--- config.mk ---
export PLATFORM = sky130hd
export DESIGN_NAME = register_stream_reader
export DESIGN_NICKNAME = d
export VERILOG_FILES = /design/src/rtl/register_stream_reader.sv
export SDC_FILE = /design/constraint.sdc
export NUM_CORES = 1
export LEC_CHECK = 0
export CORE_MARGIN = 8
export CORE_UTILIZATION = 47
export CTS_BUF_LIST = sky130_fd_sc_hd__clkbuf_8
export CTS_CLUSTER_SIZE = 16
export DETAILED_ROUTE_END_ITERATION = 8
export PLACE_DENSITY = 0.78
export SKIP_CTS_REPAIR_TIMING = 1
export SLEW_MARGIN = 5
export SYNTH_ARGS = -nofsm -noshare
export SYNTH_HDL_FRONTEND = slang
export SYNTH_SLANG_ARGS = --single-unit
--- constraint.sdc ---
create_clock -name clock -period 2.5 [get_ports clock]
set_clock_uncertainty 0.2 [all_clocks]
set_input_delay 0.625 -clock clock [delete_from_list [all_inputs] [get_ports clock]]
set_output_delay 0.625 -clock clock [all_outputs]
set_load 0.02 [all_outputs]
--- src/rtl/register_stream_reader.sv ---
// Snapshots a DEPTH-word register bank on start and streams it out one word
// per valid/ready handshake; writers may keep updating data_in meanwhile.
module register_stream_reader_slot #(
  parameter int DATA_WIDTH = 32
) (
  input  logic                  clock,
  input  logic                  reset,
  input  logic                  load,
  input  logic [DATA_WIDTH-1:0] d,
  output logic [DATA_WIDTH-1:0] q
);
  always_ff @(posedge clock or negedge reset)
    if (!reset)    q <= '0;
    else if (load) q <= d;
endmodule

module register_stream_reader #(
  parameter int DATA_WIDTH  = 32,
  parameter int DEPTH       = 8,
  parameter int INDEX_WIDTH = 3
) (
  input  logic                        clock,
  input  logic                        reset,
  input  logic                        start,
  input  logic [DEPTH*DATA_WIDTH-1:0] data_in,
  output logic [DATA_WIDTH-1:0]       out_data,
  output logic                        out_valid,
  input  logic                        out_ready,
  output logic [INDEX_WIDTH-1:0]      out_index,
  output logic                        out_last,
  output logic                        busy,
  output logic                        done
);
  typedef enum logic [1:0] {IDLE, STREAM, DONE} state_t;

  localparam logic [INDEX_WIDTH-1:0] LAST = INDEX_WIDTH'(DEPTH-1);

  state_t                           state;
  logic [INDEX_WIDTH-1:0]           index;
  logic [INDEX_WIDTH-1:0]           nxt_index;
  logic [DEPTH-1:0][DATA_WIDTH-1:0] shadow;
  logic                             load;
  logic                             xfer;

  assign load      = (state == IDLE) && start;
  assign xfer      = out_valid && out_ready;
  assign nxt_index = index + 1'b1;

  // One shadow slot per word, all captured on the same start edge.
  for (genvar gi = 0; gi < DEPTH; gi++) begin : g_slot
    register_stream_reader_slot #(.DATA_WIDTH(DATA_WIDTH)) u_slot (
      .clock (clock),
      .reset (reset),
      .load  (load),
      .d     (data_in[gi*DATA_WIDTH +: DATA_WIDTH]),
      .q     (shadow[gi])
    );
  end

  always_ff @(posedge clock or negedge reset) begin
    if (!reset) begin
      state     <= IDLE;
      index     <= '0;
      out_data  <= '0;
      out_valid <= 1'b0;
      out_index <= '0;
      out_last  <= 1'b0;
      busy      <= 1'b0;
      done      <= 1'b0;
    end else begin
      done <= 1'b0;
      unique case (state)
        IDLE: if (start) begin
          // Word 0 comes straight from data_in since the shadow loads this edge.
          state     <= STREAM;
          index     <= '0;
          out_valid <= 1'b1;
          out_data  <= data_in[DATA_WIDTH-1:0];
          out_index <= '0;
          out_last  <= 1'b0;
          busy      <= 1'b1;
        end
        STREAM: if (xfer) begin
          if (index == LAST) begin
            state     <= DONE;
            index     <= '0;
            out_valid <= 1'b0;
            out_last  <= 1'b0;
            out_data  <= '0;
            out_index <= '0;
            done      <= 1'b1;
          end else begin
            index     <= nxt_index;
            out_data  <= shadow[nxt_index];
            out_index <= nxt_index;
            out_last  <= (nxt_index == LAST);
          end
        end
        DONE: begin
          state <= IDLE;
          busy  <= 1'b0;
        end
        default: state <= IDLE;
      endcase
    end
  end
endmodule

### Yosys cells after proc, flatten, opt, wreduce, memory -nomap -nowiden

Cells that the tools add are included.

| operators by class | value |
|---|---|
| add/subtract/negate cells | 1 |
| $mul | 0 |
| div/mod/pow operators | 0 |
| order comparisons | 1 |
| equality and inequality tests | 7 |
| shift operators | 0 |
| muxes and demuxes | 26 |
| bitwise logic cells | 0 |
| reduce and logical (&&, ||, !) cells | 9 |

Operators with widths:

| kind | number |
|---|---|
| $mux W32 | 4 |
| $bmux W32 S3 | 1 |
| $pmux W32 S2 | 1 |
| $mux W1 | 9 |
| $mux W3 | 3 |
| $eq A3 B3 Y1 const B | 2 |
| $mux W2 | 3 |
| $ne A2 B2 Y1 const B | 3 |
| $pmux W1 S2 | 3 |
| $pmux W3 S2 | 1 |
| $reduce_and A3 Y1 | 2 |
| $lt A3 B4 Y1 const B | 1 |
| $pmux W2 S2 | 1 |
| $reduce_and A4 Y1 | 1 |
| $reduce_bool A2 Y1 | 2 |
| $add A3 B1 Y3 const B | 1 |
| $eq A2 B1 Y1 const B | 1 |
| $eq A2 B2 Y1 const B | 1 |
| $logic_and A1 B1 Y1 | 2 |
| $logic_not A2 Y1 | 1 |
| $reduce_and A2 Y1 | 1 |

| word-level totals | value |
|---|---|
| bits in registers | 297 |
| bits in latches | 0 |
| memory bits (writable) | 0 |
| bits in read-only memories | 0 |
| output and inout port bits | 39 |
| logic and storage cells | 59 |
| memories kept | 0 |

### Logic depth before layout (Yosys ltp)

Gate-level depths: netlist (run 1).

| depth | value |
|---|---|
| depth after elaboration | 6 |
| mapped depth | 9 |
| depth with buffers taken out | 5 |

### Modules after synthesis

A second synthesis (run 1) with hierarchy kept.

| second synthesis, totals | value |
|---|---|
| cells, all modules | 808 |
| area, all modules | 14,644.0 sq um |

Modules (own cells, without submodules):

| module | instances | cells each | area each (sq um) |
|---|---|---|---|
| register_stream_reader_slot | 8 | 68 | 1,345.0 |
| register_stream_reader | 1 | 264 | 3,883.7 |

### Worst setup path before layout (run 1)

Ideal clock, no wire load.

| path | value |
|---|---|
| path kind | register to register |
| from | register index[0] |
| to | register out_data[24] |
| library setup time | 146 ps |
| arrival time | 2,189 ps |
| path slack | -34 ps |
| stages on the path, launching flop included | 10 |
| clock period less this slack | 2,534 ps |
| cells stage by stage | dfrtp_1 -> buf_6 -> buf_6 -> inv_1 -> ha_1 -> buf_2 -> buf_2 -> mux4_2 -> mux2i_1 -> o221ai_1 |

| between the ends | value |
|---|---|
| word-level cells in the longest chain between the ends | 6 |

RTL lines:

| what | line | text |
|---|---|---|
| start: declaration | 39 | `logic [INDEX_WIDTH-1:0] index;` |
| start signal: assignment | 93 | `index <= nxt_index;` |
| $add A3 B1 Y3 | 47 | `assign nxt_index = index + 1'b1;` |
| $bmux W32 S3 | 94 | `out_data <= shadow[nxt_index];` |
| $mux W32 (implied by the code) | 94 |  |
| $mux W32 * | 84 | `if (index == LAST) begin` |
| $mux W32 * | 83 | `STREAM: if (xfer) begin` |
| $pmux W32 S2 * | 72 | `unique case (state)` |
| end signal: assignment | 78 | `out_data <= data_in[DATA_WIDTH-1:0];` |
| end signal: assignment | 94 |  |
| end: declaration | 26 | `output logic [DATA_WIDTH-1:0] out_data,` |

Mark *: on every way between the ends. The rest lies on a longest branch, timed or not. The select of a mux whose other input is x is not followed.
A chain may end at the register's enable or synchronous reset.

### Worst setup path after layout (run 1)

| path | value |
|---|---|
| from | register out_valid |
| to | output out_valid |

RTL lines:

| what | line | text |
|---|---|---|
| start: declaration | 27 | `output logic out_valid,` |
| start signal: assignment | 65 | `out_valid <= 1'b0;` |
| start signal: assignment | 77 | `out_valid <= 1'b1;` |
| start signal: assignment | 87 | `out_valid <= 1'b0;` |

No word-level cell between the ends.

==> out/metrics.csv, run 1 <==
stage;metric;value;unit
logic_synthesis;sequential share of the synthesized area;0.558;
setup_path;worst reg-to-reg setup slack;250;ps
setup_path;CP max stage cell;clkdlybuf4s50_1;
power_and_ir_drop;Pwr Density;1230;nW/µm²
place;DPL Wire Length;26900;µm
logic_synthesis;Synth Area per Inst;9.95;µm²
setup_path;WP data required;1670;ps
flow_run;MaxCap Viol Count;0;
setup_path;Arr. time, crit path;1610;ps
detailed_routing;routed vias/inst;5.12;
floorplanning;site row count;61;
worst_hold_path;Worst Hold Depth;2;
detailed_routing;Final ANT Viol Nets;0;
worst_hold_path;worst hold path type;reg -> reg;
timing;hold slack;269;ps
logic_synthesis;fraction of registers with async set/reset;1.00;
detailed_routing;initial DRC count;732;
timing;Final Max Slew Viols;0;
detailed_routing;Detailed Route WL;37000;µm
power_and_ir_drop;Net Switching;0.00778;W
logic_synthesis;Primary FF master, synth;dfrtp_1;
logic_synthesis;YS warnings;0;
power_and_ir_drop;cell leakage power;8.73;nW
clocking;CTS sink count;297;
run_status;status;finished, final reports clean;
clocking;CTS tree;built;
logic_synthesis;number of distinct library cells after synthesis;25;
global_routing;initial antenna violation count;3;
setup_path;Buffers & Inverters on Critical Path;1;
detailed_routing;Vias;10600;
setup_path;R2R Path Start;index[0]$_DFFE_PN0P_;
floorplanning;Ports;299;
cells_and_area;Reg area;7440;µm²
timing;Final WS setup;64.4;ps
global_routing;largest net degree at the start of global routing;63;
floorplanning;die area;34000;µm²
timing;min cycle time layout;2440;ps
cells_and_area;area grow syn2layout;33.0;%
logic_synthesis;number of synthesized flops with an enable pin;0;
setup_path;CP peak stage delay;640;ps
clocking;CTS clk-pin slew, worst paths;60;ps
global_routing;GR Overflow Total;0;
place;number of I/O port buffers;298;
worst_hold_path;hold wc startpoint;g_slot[4].u_slot.q[9]$_DFFE_PN0P_;
cells_and_area;layout cells sized above 1;0.109;
timing;Setup-failing EPs final;0;
cells_and_area;filler instances;2212;
clocking;Num CTS Buffers;49;
timing;RSZ-0062 raised after global routing;no;
power_and_ir_drop;peak supply drop;0.756;mV
floorplanning;core area;27900;µm²
setup_path;R2R cell count;5;
floorplanning;Starting Density;0.478;
timing;Hold Fails Final Rpt;0;
power_and_ir_drop;Clk network pwr share;0.188;
floorplanning;Die Span X;184;µm
timing;worst slew pin tran;517;ps
place;GPL Wtd Cong;0.843;
detailed_routing;DRT Pass-1 Iters;7;
timing;Slew HR;0.655;
timing;fin crit share;0.974;
cells_and_area;ANT cells;0;
power_and_ir_drop;internal power;0.0140;W
setup_path;Worst path top cell family by delay;buffers and inverters;
global_routing;number of global-route vias before repair;11300;
clocking;# H-tree levels;2;
clocking;worst skew pair latency;550;ps
timing;Fmax;411;MHz
logic_synthesis;synthesized area;13300;µm²
clocking;Max Buffers Root-to-Sink;3;
setup_path;CP cell instances;clkdlybuf4s50_1;
global_routing;gr usage total;0.218;
cells_and_area;area of the multi-input gates;5130;µm²
power_and_ir_drop;combinational fraction of design power;0.431;
setup_path;critical path type;reg -> out;
power_and_ir_drop;Flop pwr share;0.381;
global_routing;first-pass GRT wire length;59100;µm
logic_synthesis;flops & latches, synth;297;
clocking;root buf cell;clkbuf_8;
setup_path;crit path launch type;flip-flop;
logic_synthesis;synthesized net count;1601;
setup_path;CP Max Fanout;5;
detailed_routing;Routed wire per std cell;17.9;µm
setup_path;CP endpoint kind;output port;
power_and_ir_drop;Sw Share;0.357;
setup_path;worst setup path start;out_valid$_DFFE_PN0P_;
worst_hold_path;hold worst-path end;g_slot[4].u_slot.q[9]$_DFFE_PN0P_;
setup_path;RR Endpoint;out_data[29]$_DFFE_PN0P_;
place;Setup WS pre-CTS;71.6;ps
logic_synthesis;Syn Inst Count;1338;
cells_and_area;fin nets;1916;
detailed_routing;DRC Markers;0;
floorplanning;Die Ht;184;µm
## state kept, by name (all words and copies together) (netlist names)
register         flops
done                 1
out_last             1
g_slot.u_slot.q    256
index                3
out_data            32
state                2
busy                 1
out_valid            1
## cells in the final DEF, fill, tap and decap left out, types with 2 or more instances in the layout
cell type | Yosys | layout
inv_1 | 39 | 56
mux4_2 | 64 | 64
mux2i_1 | 33 | 33
nand3_1 | 2 | 2
nand2_1 | 770 | 770
o221ai_1 | 32 | 32
buf_4 | 0 | 31
clkbuf_8 | 0 | 63
clkdlybuf4s50_1 | 0 | 295
o21ai_1 | 2 | 2
o22ai_1 | 2 | 2
dlymetal6s2s_1 | 0 | 2
dfrtp_1 | 297 | 296
nor3b_1 | 2 | 2
buf_12 | 2 | 17
## worst register-to-register path, cell delays in order, from the launching register on
cell	delay, ps
dfrtp_4	510
ha_1	230
ha_2	550
buf_4	230
mux2i_1	230
o221ai_1	150
## worst max path at each step
stage	endpoint	slack (ps)	cells past startpoint
6_report	out_valid	60	1
5_1_grt	out_valid	10	1
3_5_place_dp	g_slot[1].u_slot.q[19]$_DFFE_PN0P_	70	5
4_1_cts	out_index[0]	-240	2
3_3_place_gp	g_slot[7].u_slot.q[20]$_DFFE_PN0P_	120	5
2_1_floorplan	out_data[24]$_DFFE_PN0P_	40	9
## power by group through the flow
| stage | logic (W) | registers (W) | clock network (W) |
|---|---|---|---|
| after floorplan | 0.00637 | 0.00825 | 0 |
| final | 0.00938 | 0.00831 | 0.00410 |
| after global placement | 0.00915 | 0.00823 | 0 |
| after CTS | 0.00950 | 0.00830 | 0.00418 |
| after detailed placement | 0.00944 | 0.00836 | 0 |
| after global routing | 0.0103 | 0.00855 | 0.00442 |
## through the flow
stage	setup TNS (ps)	power [W]	cells	cell area [µm²]	utilization
2_1_floorplan	0	0.0146	1338	13300	-
3_3_place_gp	0	0.0174	1979	16700	0.601
3_5_place_dp	0	0.0178	1979	16700	0.601
4_1_cts	-303	0.0220	2061	17700	0.635
5_1_grt	0	0.0233	2062	17700	0.636
6_report	0	0.0218	2062	17700	0.636
## cell type report
| type | instances | area share |
|---|---|---|
| Clock buffer | 63 | 0.0490 |
| Clock inverter | 19 | 0.00431 |
| Inverter | 39 | 0.00827 |
| Multi-Input combinational cell | 919 | 0.290 |
| Sequential cell | 297 | 0.420 |
| Tap cell | 378 | 0.0267 |
| Timing Repair Buffer | 347 | 0.202 |
## layer usage
layer  routed length (µm)  up-vias  track usage
li1                     -     4929            -
met1                15300     5149        0.282
met2                17900      412        0.358
met3                 3000       66       0.0597
met4                  709        6       0.0587
met5                   39        -            0
## cell usage after synthesis (2+ instances only)
library cell  number  area, µm²
nor3b_1            2       15.0
o21ai_1            2       10.0
buf_8              2       30.0
nand2_1          770       2890
o22ai_1            2       12.5
clkbuf_1           7       26.3
o221ai_1          32        280
buf_2             44        220
buf_6             28        315
buf_12             2       40.0
mux2i_1           33        330
dfrtp_1          297       7430
nand3_1            2       10.0
mux4_2            64       1440
ha_1               3       37.5
inv_1             39        146
## cell families after synthesis
group,count (synthesis),share of synthesized area
AOI/OAI and AO/OA,39,0.0244
adders and majority gates,3,0.00282
buffers and inverters,122,0.0585
DFF,297,0.558
muxes,97,0.133
and+or+nand+nor,780,0.223
(Power assumes the default switching activity.)
==> inputs of run 2 (changes only) <==
--- a/config.mk
+++ b/config.mk
@@ -5,11 +5,13 @@
 export SDC_FILE = /design/constraint.sdc
 export NUM_CORES = 1
 export LEC_CHECK = 0
+export CAP_MARGIN = 10
 export CORE_MARGIN = 8
 export CORE_UTILIZATION = 47
 export CTS_BUF_LIST = sky130_fd_sc_hd__clkbuf_8
 export CTS_CLUSTER_SIZE = 16
 export DETAILED_ROUTE_END_ITERATION = 8
+export HOLD_SLACK_MARGIN = 0.08
 export PLACE_DENSITY = 0.78
 export SKIP_CTS_REPAIR_TIMING = 1
 export SLEW_MARGIN = 5
==> results of run 2 <==
The final DEF is identical to that of run 1; final timing and power are the same.
